[src/rtl/mem_arbiter.sv]
// Fetch/data arbiter for a single-port memory bus with one outstanding transaction.
// Optional MEM_ARB_RR_EN selects round-robin arbitration instead of data priority with a fetch starvation guard.
module mem_arbiter #(
  parameter int XLEN     = 32,
  parameter int MAX_WAIT = 4
) (
  input  logic            clk,
  input  logic            reset_n,
  input  logic            if_req_i,
  input  logic [XLEN-1:0] if_adr_i,
  output logic            if_gnt_o,
  output logic            if_rvalid_o,
  output logic [31:0]     if_rdata_o,
  input  logic            flush_i,
  input  logic            d_req_i,
  input  logic [XLEN-1:0] d_adr_i,
  input  logic            d_we_i,
  input  logic [XLEN-1:0] d_wdata_i,
  input  logic [2:0]      d_size_i,
  output logic            d_gnt_o,
  output logic            d_rvalid_o,
  output logic [XLEN-1:0] d_rdata_o,
  output logic            mem_req_o,
  output logic [XLEN-1:0] mem_adr_o,
  output logic            mem_we_o,
  output logic [XLEN-1:0] mem_wdata_o,
  output logic [2:0]      mem_size_o,
  input  logic            mem_gnt_i,
  input  logic            mem_rvalid_i,
  input  logic [XLEN-1:0] mem_rdata_i,
  output logic            spurious_o
);

  // state | meaning
  // IDLE  | no transaction; arbitrate and grant a requester
  // REQ   | captured request presented on the bus, waiting for mem_gnt_i
  // RESP  | request accepted, waiting for mem_rvalid_i
  typedef enum logic [1:0] {S_IDLE, S_REQ, S_RESP} state_t;
  typedef enum logic [1:0] {OWN_NONE, OWN_FETCH, OWN_DATA} owner_t;

  localparam logic [2:0] SIZE_WORD = 3'b010;

  state_t          state_q, state_d;
  owner_t          owner_q;
  logic [XLEN-1:0] adr_q, wdata_q;
  logic            we_q;
  logic [2:0]      size_q;
  logic            kill_q;
  logic            spurious_q;
  logic            fetch_wins, grant_fetch, grant_data;

`ifdef MEM_ARB_RR_EN
  logic last_fetch_q;

  // Reset value makes data win the first tie
  assign fetch_wins = if_req_i & (~d_req_i | ~last_fetch_q);

  always_ff @(posedge clk or negedge reset_n) begin
    if (!reset_n) last_fetch_q <= 1'b1;
    else if (grant_fetch || grant_data) last_fetch_q <= grant_fetch;
  end
`else
  localparam logic [3:0] MAX_WAIT_L = 4'(MAX_WAIT);
  logic [3:0] starve_q;

  assign fetch_wins = if_req_i & (~d_req_i | (starve_q == MAX_WAIT_L));

  always_ff @(posedge clk or negedge reset_n) begin
    if (!reset_n) starve_q <= '0;
    else if (state_q == S_IDLE) begin
      if (!if_req_i || grant_fetch) starve_q <= '0;
      else if (grant_data && starve_q != MAX_WAIT_L) starve_q <= starve_q + 4'd1;
    end
  end
`endif

  assign grant_fetch = (state_q == S_IDLE) & fetch_wins;
  assign grant_data  = (state_q == S_IDLE) & d_req_i & ~fetch_wins;

  always_ff @(posedge clk or negedge reset_n) begin
    if (!reset_n) state_q <= S_IDLE;
    else          state_q <= state_d;
  end

  always_comb begin
    state_d   = state_q;
    if_gnt_o  = 1'b0;
    d_gnt_o   = 1'b0;
    mem_req_o = 1'b0;
    case (state_q)
      S_IDLE: begin
        if_gnt_o = grant_fetch;
        d_gnt_o  = grant_data;
        if (grant_fetch || grant_data) state_d = S_REQ;
      end
      S_REQ: begin
        mem_req_o = 1'b1;
        if (mem_gnt_i) state_d = S_RESP;
      end
      S_RESP: begin
        if (mem_rvalid_i) state_d = S_IDLE;
      end
      default: state_d = S_IDLE;
    endcase
  end

  always_ff @(posedge clk or negedge reset_n) begin
    if (!reset_n) begin
      owner_q    <= OWN_NONE;
      adr_q      <= '0;
      we_q       <= 1'b0;
      wdata_q    <= '0;
      size_q     <= '0;
      kill_q     <= 1'b0;
      spurious_q <= 1'b0;
    end else begin
      if (grant_fetch) begin
        owner_q <= OWN_FETCH;
        adr_q   <= if_adr_i;
        we_q    <= 1'b0;
        wdata_q <= '0;
        size_q  <= SIZE_WORD;
        kill_q  <= 1'b0;
      end else if (grant_data) begin
        owner_q <= OWN_DATA;
        adr_q   <= d_adr_i;
        we_q    <= d_we_i;
        wdata_q <= d_wdata_i;
        size_q  <= d_size_i;
        kill_q  <= 1'b0;
      end else if (state_q == S_RESP && mem_rvalid_i) begin
        owner_q <= OWN_NONE;
      end else if (state_q != S_IDLE && owner_q == OWN_FETCH && flush_i) begin
        kill_q <= 1'b1;
      end
      if (mem_rvalid_i && state_q != S_RESP) spurious_q <= 1'b1;
    end
  end

  // A flush coinciding with the response suppresses it as well
  assign if_rvalid_o = (state_q == S_RESP) & mem_rvalid_i & (owner_q == OWN_FETCH)
                       & ~kill_q & ~flush_i;
  assign d_rvalid_o  = (state_q == S_RESP) & mem_rvalid_i & (owner_q == OWN_DATA);
  assign if_rdata_o  = if_rvalid_o ? mem_rdata_i[31:0] : '0;
  assign d_rdata_o   = d_rvalid_o ? mem_rdata_i : '0;

  assign mem_adr_o   = adr_q;
  assign mem_we_o    = we_q;
  assign mem_wdata_o = wdata_q;
  assign mem_size_o  = size_q;
  assign spurious_o  = spurious_q;

endmodule

[config.mk]
export PLATFORM = sky130hd
export DESIGN_NAME = mem_arbiter
export DESIGN_NICKNAME = d
export VERILOG_FILES = /design/src/rtl/mem_arbiter.sv
export SDC_FILE = /design/constraint.sdc
export NUM_CORES = 1
export LEC_CHECK = 0
export ABC_AREA = 1
export CAP_MARGIN = 30
export CORE_MARGIN = 5
export CORE_UTILIZATION = 33
export DETAILED_ROUTE_END_ITERATION = 16
export PLACE_DENSITY_LB_ADDON = 0.3
export SETUP_SLACK_MARGIN = 0.4
export SLEW_MARGIN = 20
export SYNTH_ARGS = -nofsm -noshare
export SYNTH_HDL_FRONTEND = slang
export SYNTH_SLANG_ARGS = --single-unit
[constraint.sdc]
create_clock -name clk -period 1.5 [get_ports clk]
set_input_delay 0.15 -clock clk [delete_from_list [all_inputs] [get_ports clk]]
set_output_delay 0.15 -clock clk [all_outputs]
set_load 0.05 [all_outputs]
==> summary.md, run 1 <==
| Metric | Value |
|---|---|
| Die W | 124 um |
| Longest Clk Path Bufs | 2 |
| Startpoint Class | flip-flop |
| Met1 Track Usage GR | 28.4% |
| Die height | roughly 120 um |
| Fmax achieved | 543 MHz |
| Nets | 1,119 |
| WL/cell | 19.5 um |
| Port Buffers | 276 |
| Tot Pwr | between 20 and 25 mW |
| Layout cells sized above 1 | roughly half |
| Clock Latency Late Sink | between 0.3 and 0.4 ns |
| Area post-placement | ~8600 um^2 |
| Gr busiest metal | met2 |
| Setup TNS | -34.99 ns |
| Crit path max fanout | 10 |
| GR Util met3 | 7.81% |
| Drt first pass iters | 5 |
| CTS tree | built |
| Syn avg cell area | between 6 and 7 um^2 |
| GRT Overall Usage | 25.7% |
| Primary FF master, synth | dfrtp_1 |
| # setup viols final | about 140 |
| Fin. Hold Viols | 0 |
| WHS | ~0.32 ns |
| Total grt overflow | 0 |
| Setup CP Type | reg -> out |
| Root buffer cell | clkbuf_16 |
| Cell Area, Synth | 4280 um^2 |
| Min Tclk post-route | about 1.8 ns |
| First-pass GRT wire length | just over 30,000 um |
| Net Count, Synth | 754 |
| Post-route cell area | 10,800 um^2 |
| RSZ-0062 raised after global routing | true |
| Vias in the first global route | 5,721 |
| R2R depth | 11 |
| Starting Density | approximately a third |
| Core area | 12,700 um^2 |
| Clock-pin slew on the worst setup and hold paths | 0.06 ns |
| EDFF count, synth | 0 |
| Synth warnings | 0 |
| Num CTS Buffers | 9 |
| Largest net degree at the start of global routing | 34 |
| Max-slew violations | 0 |
| Number of clock sinks | 78 |
| DRC | 0 |
| Critical Path RT | 1.35 ns |
| Vias per cell | 4.93 |
| Slew margin rel. | 67.5% |
| Sequential area share after synthesis | 45.6% |
| Initial antenna violation count | 0 |
| Critical Path AT | 1.69 ns |
| Failing checks | setup timing |
| DP Wirelength | 13,500 um |
| Power per cell area | 1870 nW/um^2 |
| Syn-to-layout area delta | 153% |
| Hold Crit Class | in -> async |
| Post-synth cell types | 22 |
| Worst-margin pin slew | around 0.5 ns |
| 1st-iter DRT viols | slightly above 400 |
| Ant diodes | 0 |
| Routability Congestion | ~0.80 |
| DR vias | 5,693 |
| Reg2reg setup slack | -0.33 ns |
| H-tree levels | 3 |
| Met2 Use GR | between 40% and 50% |
| Max Cap Viol | 0 |
| Leak Pwr | ~5.3 nW |
| Asr flop ratio synth | 100% |
| Cells after Synth | 613 |
| Antenna Nets Post-Route | 0 |
| Status | finished, violations left |
| CP endpoint kind | primary output |
| Clock Skew | between 0.009 and 0.01 ns |
| Post-layout util | 85.4% |
| DRT Wirelength | about 22,000 um |
| Rows | 41 |
| Die area | 15,300 um^2 |
| Setup WS post-layout | -0.341 ns |
| Worst IR drop on VDD | approximately 1700 uV |
| Final Cycle Share | 123% |
| I/O Pins | 277 |
| Yosys reg bits | 78 |
## Yosys cell counts, types with 2 or more instances
| master | n | share of area, % |
|---|---|---|
| nand2_1 | 147 | 13 |
| buf_2 | 15 | 1.8 |
| inv_1 | 131 | 11 |
| clkbuf_1 | 16 | 1.4 |
| nand3_1 | 39 | 4.6 |
| buf_6 | 3 | 0.79 |
| o21bai_1 | 24 | 4.2 |
| nor2_1 | 107 | 9.4 |
| ha_1 | 2 | 0.59 |
| o21ai_0 | 6 | 0.70 |
| nand4_1 | 32 | 4.7 |
| nand2_2 | 2 | 0.29 |
| inv_2 | 3 | 0.26 |
| dfrtp_1 | 78 | 46 |
## what timing repair did
| action | in CTS | in global routing |
|---|---|---|
| endpoints found under the hold margin | 30 | 0 |
| pin swaps | 51 | 36 |
| buffers inserted | 35 | 18 |
| resized for setup | 165 | 123 |
| cloned | 15 | 2 |
| setup endpoints to repair | 146 | 169 |
| hold buffers | 1 | 0 |
## final timing paths
path                                    start               to
worst max-delay path               state_q[0]   if_rdata_o[22]
worst min-delay path                  reset_n  mem_wdata_o[14]
worst max register to register     state_q[1]      starve_q[2]
worst min register to register     spurious_o       spurious_o
max in group asynchronous             reset_n     mem_adr_o[8]
min in group clk                d_wdata_i[20]  mem_wdata_o[20]
## cells in the final DEF, fill, tap and decap left out, types with 3 or more instances in the layout
cell type / Yosys / routed
buf_12: 0 / 92
buf_16: 0 / 13
buf_4: 0 / 85
buf_6: 3 / 52
buf_8: 0 / 6
clkbuf_16: 0 / 11
clkdlybuf4s50_1: 0 / 137
clkinvlp_4: 0 / 3
dfrtp_1: 78 / 77
inv_1: 131 / 100
inv_2: 3 / 28
nand2_1: 147 / 72
nand2_2: 2 / 31
nand2_4: 0 / 44
nand3_1: 39 / 14
nand3_2: 0 / 22
nand3_4: 0 / 3
nand4_1: 32 / 32
nor2_1: 107 / 36
nor2_4: 1 / 70
o21ai_2: 0 / 4
o21bai_1: 24 / 23
## critical path, cell delays in order, from the launching register on
cell and delay [ns]:
dfrtp_1 0.40, inv_2 0.09, nand3_4 0.08, or2_4 0.34, buf_12 0.19, nor2_4 0.13
buf_12 0.14
## state kept, by name (all words and copies together), names as in the netlist
register and cells:
kill_q 1, mem_adr_o 32, mem_size_o 3, mem_wdata_o 32
mem_we_o 1, owner_q 2, spurious_o 1, starve_q 4
state_q 2
## metal layers
layer  vias to the layer above  part of all wire (%)
met4                         0                   4.9
met2                       316                    52
met3                        87                   9.1
met1                      2720                    34
li1                       2570                     -
met5                         -                     0
## cell families (layout without fill, tap and decap cells)
logic type	Yosys count	in the layout	synth area share (%)
flip-flops	78	78	45.6
AO/OA/AOI/OAI	34	34	5.53
AND/OR/NAND/NOR	329	329	32.2
buffers and inverters	169	538	15.8
adder cells (fa/ha/maj)	2	2	0.585
XOR/XNOR	1	1	0.205
## area by class of cell
cell class / count / area, um^2
inverters: 134 / 548
flip-flops and latches: 78 / 1950
fillers: 647 / 1850
multi-input cells: 366 / 2840
well taps: 172 / 215
repair buffers: 389 / 4980
clock inverters: 4 / 47.5
clock buffers: 11 / 243
## stage by stage
step / setup WS [ns] / std cells
floorplan: -0.167 / 613
global route: -0.415 / 1154
detailed placement: -0.229 / 1068
finish: -0.341 / 1154
CTS: -0.336 / 1134
global placement: -0.181 / 1068
## report_power, final
part           leakage (nW)  switching (mW)  internal [mW]
Sequential            0.988           0.896           3.08
Clock                 0.141           0.861           1.32
Combinational          4.21            7.90           6.12
Total                  5.33            9.66           10.5
No activity file was read; power rests on OpenSTA's default activity.
==> run 2: changes to the inputs <==
--- a/config.mk
+++ b/config.mk
@@ -6,11 +6,12 @@
 export NUM_CORES = 1
 export LEC_CHECK = 0
 export ABC_AREA = 1
-export CAP_MARGIN = 30
+export CAP_MARGIN = 0
 export CORE_MARGIN = 5
 export CORE_UTILIZATION = 33
 export DETAILED_ROUTE_END_ITERATION = 16
 export PLACE_DENSITY_LB_ADDON = 0.3
+export RECOVER_POWER = 100
 export SETUP_SLACK_MARGIN = 0.4
 export SLEW_MARGIN = 20
 export SYNTH_ARGS = -nofsm -noshare
==> summary.md, run 2 (synthesis results as in run 1) <==
| Metric | Value |
|---|---|
| Die height | 124 um (unchanged) |
| Initial antenna violation count | 0 (unchanged) |
| Largest net degree at the start of global routing | 34 (unchanged) |
| Slew margin rel. | 42.2% (-25 points) |
| Logic pwr share | 68.6% (-0.9 points) |
| Setup CP Type | reg -> reg |
| Reg-to-Reg End | starve_q[2] |
| RSZ-0062 raised after global routing | true |
| Startpoint Class | flip-flop |
| First-pass GRT wire length | 30,400 um (unchanged) |
| Seq pwr share | 20.1% (+0.4 points) |
| Final Cycle Share | 125% (+2.0 points) |
| Die W | 124 um (unchanged) |
| Failing checks | setup timing |
| Drt first pass iters | 5 (unchanged) |
| CP endpoint kind | flip-flop |
| Port Buffers | 276 (unchanged) |
| Vias per cell | 4.91 (-0.53%) |
| Critical Path AT | 2.09 ns (+0.40 ns) |
| I/O Pins | 277 (unchanged) |
| Root buffer cell | clkbuf_16 |
| Setup WS post-layout | -0.371 ns (-0.0295 ns) |
| Fin. Hold Viols | 0 (unchanged) |
| Clock-pin slew on the worst setup and hold paths | 0.07 ns (about the same) |
| Reg2reg setup slack | -0.37 ns (-0.04 ns) |
| Total grt overflow | 0 (unchanged) |
| Tot Pwr | 19.3 mW (-4.2%) |
| Min Tclk post-route | 1.87 ns (+0.0295 ns) |
| Area post-placement | 8610 um^2 (unchanged) |
| DP Wirelength | 13,500 um (unchanged) |
| Power per cell area | 1840 nW/um^2 (-1.3%) |
| Launch point of the worst reg-to-reg path | state_q[1] |
| DR vias | 5,663 (-0.53%) |
| Post-route cell area | 10,500 um^2 (-2.9%) |
| Post-layout util | 82.9% (-2.5 points) |
| Net Sw Power | 9.59 mW (-0.76%) |
| Starting Density | 33.8% (unchanged) |
| Vias in the first global route | 5,721 (unchanged) |
| 1st-iter DRT viols | 375 (-9.0%) |
| CTS tree | built |
| Clock Skew | 0.0111 ns (+0.00108 ns) |
| Internal | 9.75 mW (-7.3%) |
| Crit path max fanout | 4 (-6) |
| Die area | 15,300 um^2 (unchanged) |
| Hold Crit Class | in -> reg |
| Worst Setup EP | starve_q[2] |
| WHS | 0.363 ns (+0.0431 ns) |
| Syn-to-layout area delta | 146% |
| Placed Cells | 1,068 (unchanged) |
| Critical Path RT | 1.72 ns (+0.37 ns) |
| DP Worst Slack | -0.229 ns (unchanged) |
| Most frequent cells in the layout | 137 x clkdlybuf4s50_1, 100 x inv_1, 90 x buf_12 |
| Rows | 41 (unchanged) |
| Worst IR drop on VDD | 1590 uV (-5.7%) |
| Routability Congestion | 0.799 (unchanged) |
| Leak Pwr | 5.22 nW (-2.1%) |
| Clock Latency Late Sink | 0.33 ns (about the same) |
| Longest Clk Path Bufs | 2 (unchanged) |
| # setup viols final | 145 (+0.69%) |
| Ant diodes | 0 (unchanged) |
| GRT Overall Usage | 25.7% (unchanged) |
| Filler cells | 739 (+14%) |
| Start point of the critical path | state_q[1] |
| Antenna Nets Post-Route | 0 (unchanged) |
| Switch share | 49.6% (+1.7 points) |
| H-tree levels | 3 (unchanged) |
| Worst-margin pin slew | 0.867 ns (+0.379 ns) |
| WL/cell | 19.5 um (about the same) |
| DRC | 0 (unchanged) |
| Num CTS Buffers | 9 (unchanged) |
| Clock power frac | 11.3% (+0.5 points) |
| Max-slew violations | 0 (unchanged) |
| Layout cells sized above 1 | 48.4% (-0.92 points) |
| R2R depth | 11 (unchanged) |
| DRT Wirelength | 22,500 um (about the same) |
| Status | finished, violations left |
| Finished Layout Cells | 1,154 (unchanged) |
| Most common cell after layout, fill and taps aside | clkdlybuf4s50_1 |
| Number of clock sinks | 78 (unchanged) |
| Max Cap Viol | 0 (unchanged) |
| Setup TNS | -38.41 ns (-3.43 ns) |
| Core area | 12,700 um^2 (unchanged) |
| Nets | 1,119 (unchanged) |
| Fmax achieved | 535 MHz (-1.6%) |
-- run 2: cell types whose count changed in the layout (fill, tap and decap cells not counted), sizes merged --
cell | before | now
buf | 248 | 175
clkbuf | 13 | 86
-- run 2: final cells by class --
class / instances / area [um^2] / area share [%]
tap: 172 / 215 / 2.05
inverter: 134 / 548 / 5.22
multi-input combinational: 366 / 2840 / 27.0
clock inverter: 4 / 47.5 / 0.453
timing repair buffer: 389 / 4660 / 44.4
sequential: 78 / 1950 / 18.6
clock buffer: 11 / 243 / 2.31
-- run 2: power groups by stage --
stage	logic [mW]	registers, mW	clock network, mW
finish	13.3	3.89	2.18
global route	13.9	4.00	2.28
CTS	12.4	3.79	2.17
detailed placement	9.20	3.65	0
global placement	9.09	3.64	0
floorplan	2.99	6.61	0
-- run 2: what timing repair did --
item                       CTS  global route
cloned                      15             2
buffers inserted            35            18
setup endpoints to repair  146           169
hold endpoints to repair    30             0
pin swaps                   51            36
hold buffers                 1             0
gates resized for setup    165           123
-- run 2: worst min-delay path by stage --
stage,start,end,slack [ns],depth (start not counted)
finish,d_wdata_i[20],mem_wdata_o[20],0.36,3
global route,d_wdata_i[20],mem_wdata_o[20],0.37,3
CTS,reset_n,mem_we_o,0.31,2
detailed placement,reset_n,mem_we_o,0.13,1
global placement,reset_n,mem_wdata_o[5],0.13,1
floorplan,reset_n,kill_q,-0.15,0
-- run 2: metal layers --
layer  GRT usage (%)  routed length [um]
met4            10.4                1050
met1            28.4                7530
met2            46.0               11800
met3            7.81                2110
met5               0                   0
-- run 2: worst max-delay path, cell delays in order (launching register included) --
cell	delay [ns]
dfrtp_2	0.39
clkbuf_1	0.20
nor2_4	0.08
buf_6	0.12
buf_6	0.10
buf_6	0.12
buf_6	0.11
buf_12	0.13
buf_12	0.13
nand2_1	0.07
xor2_1	0.23
nor2_2	0.08
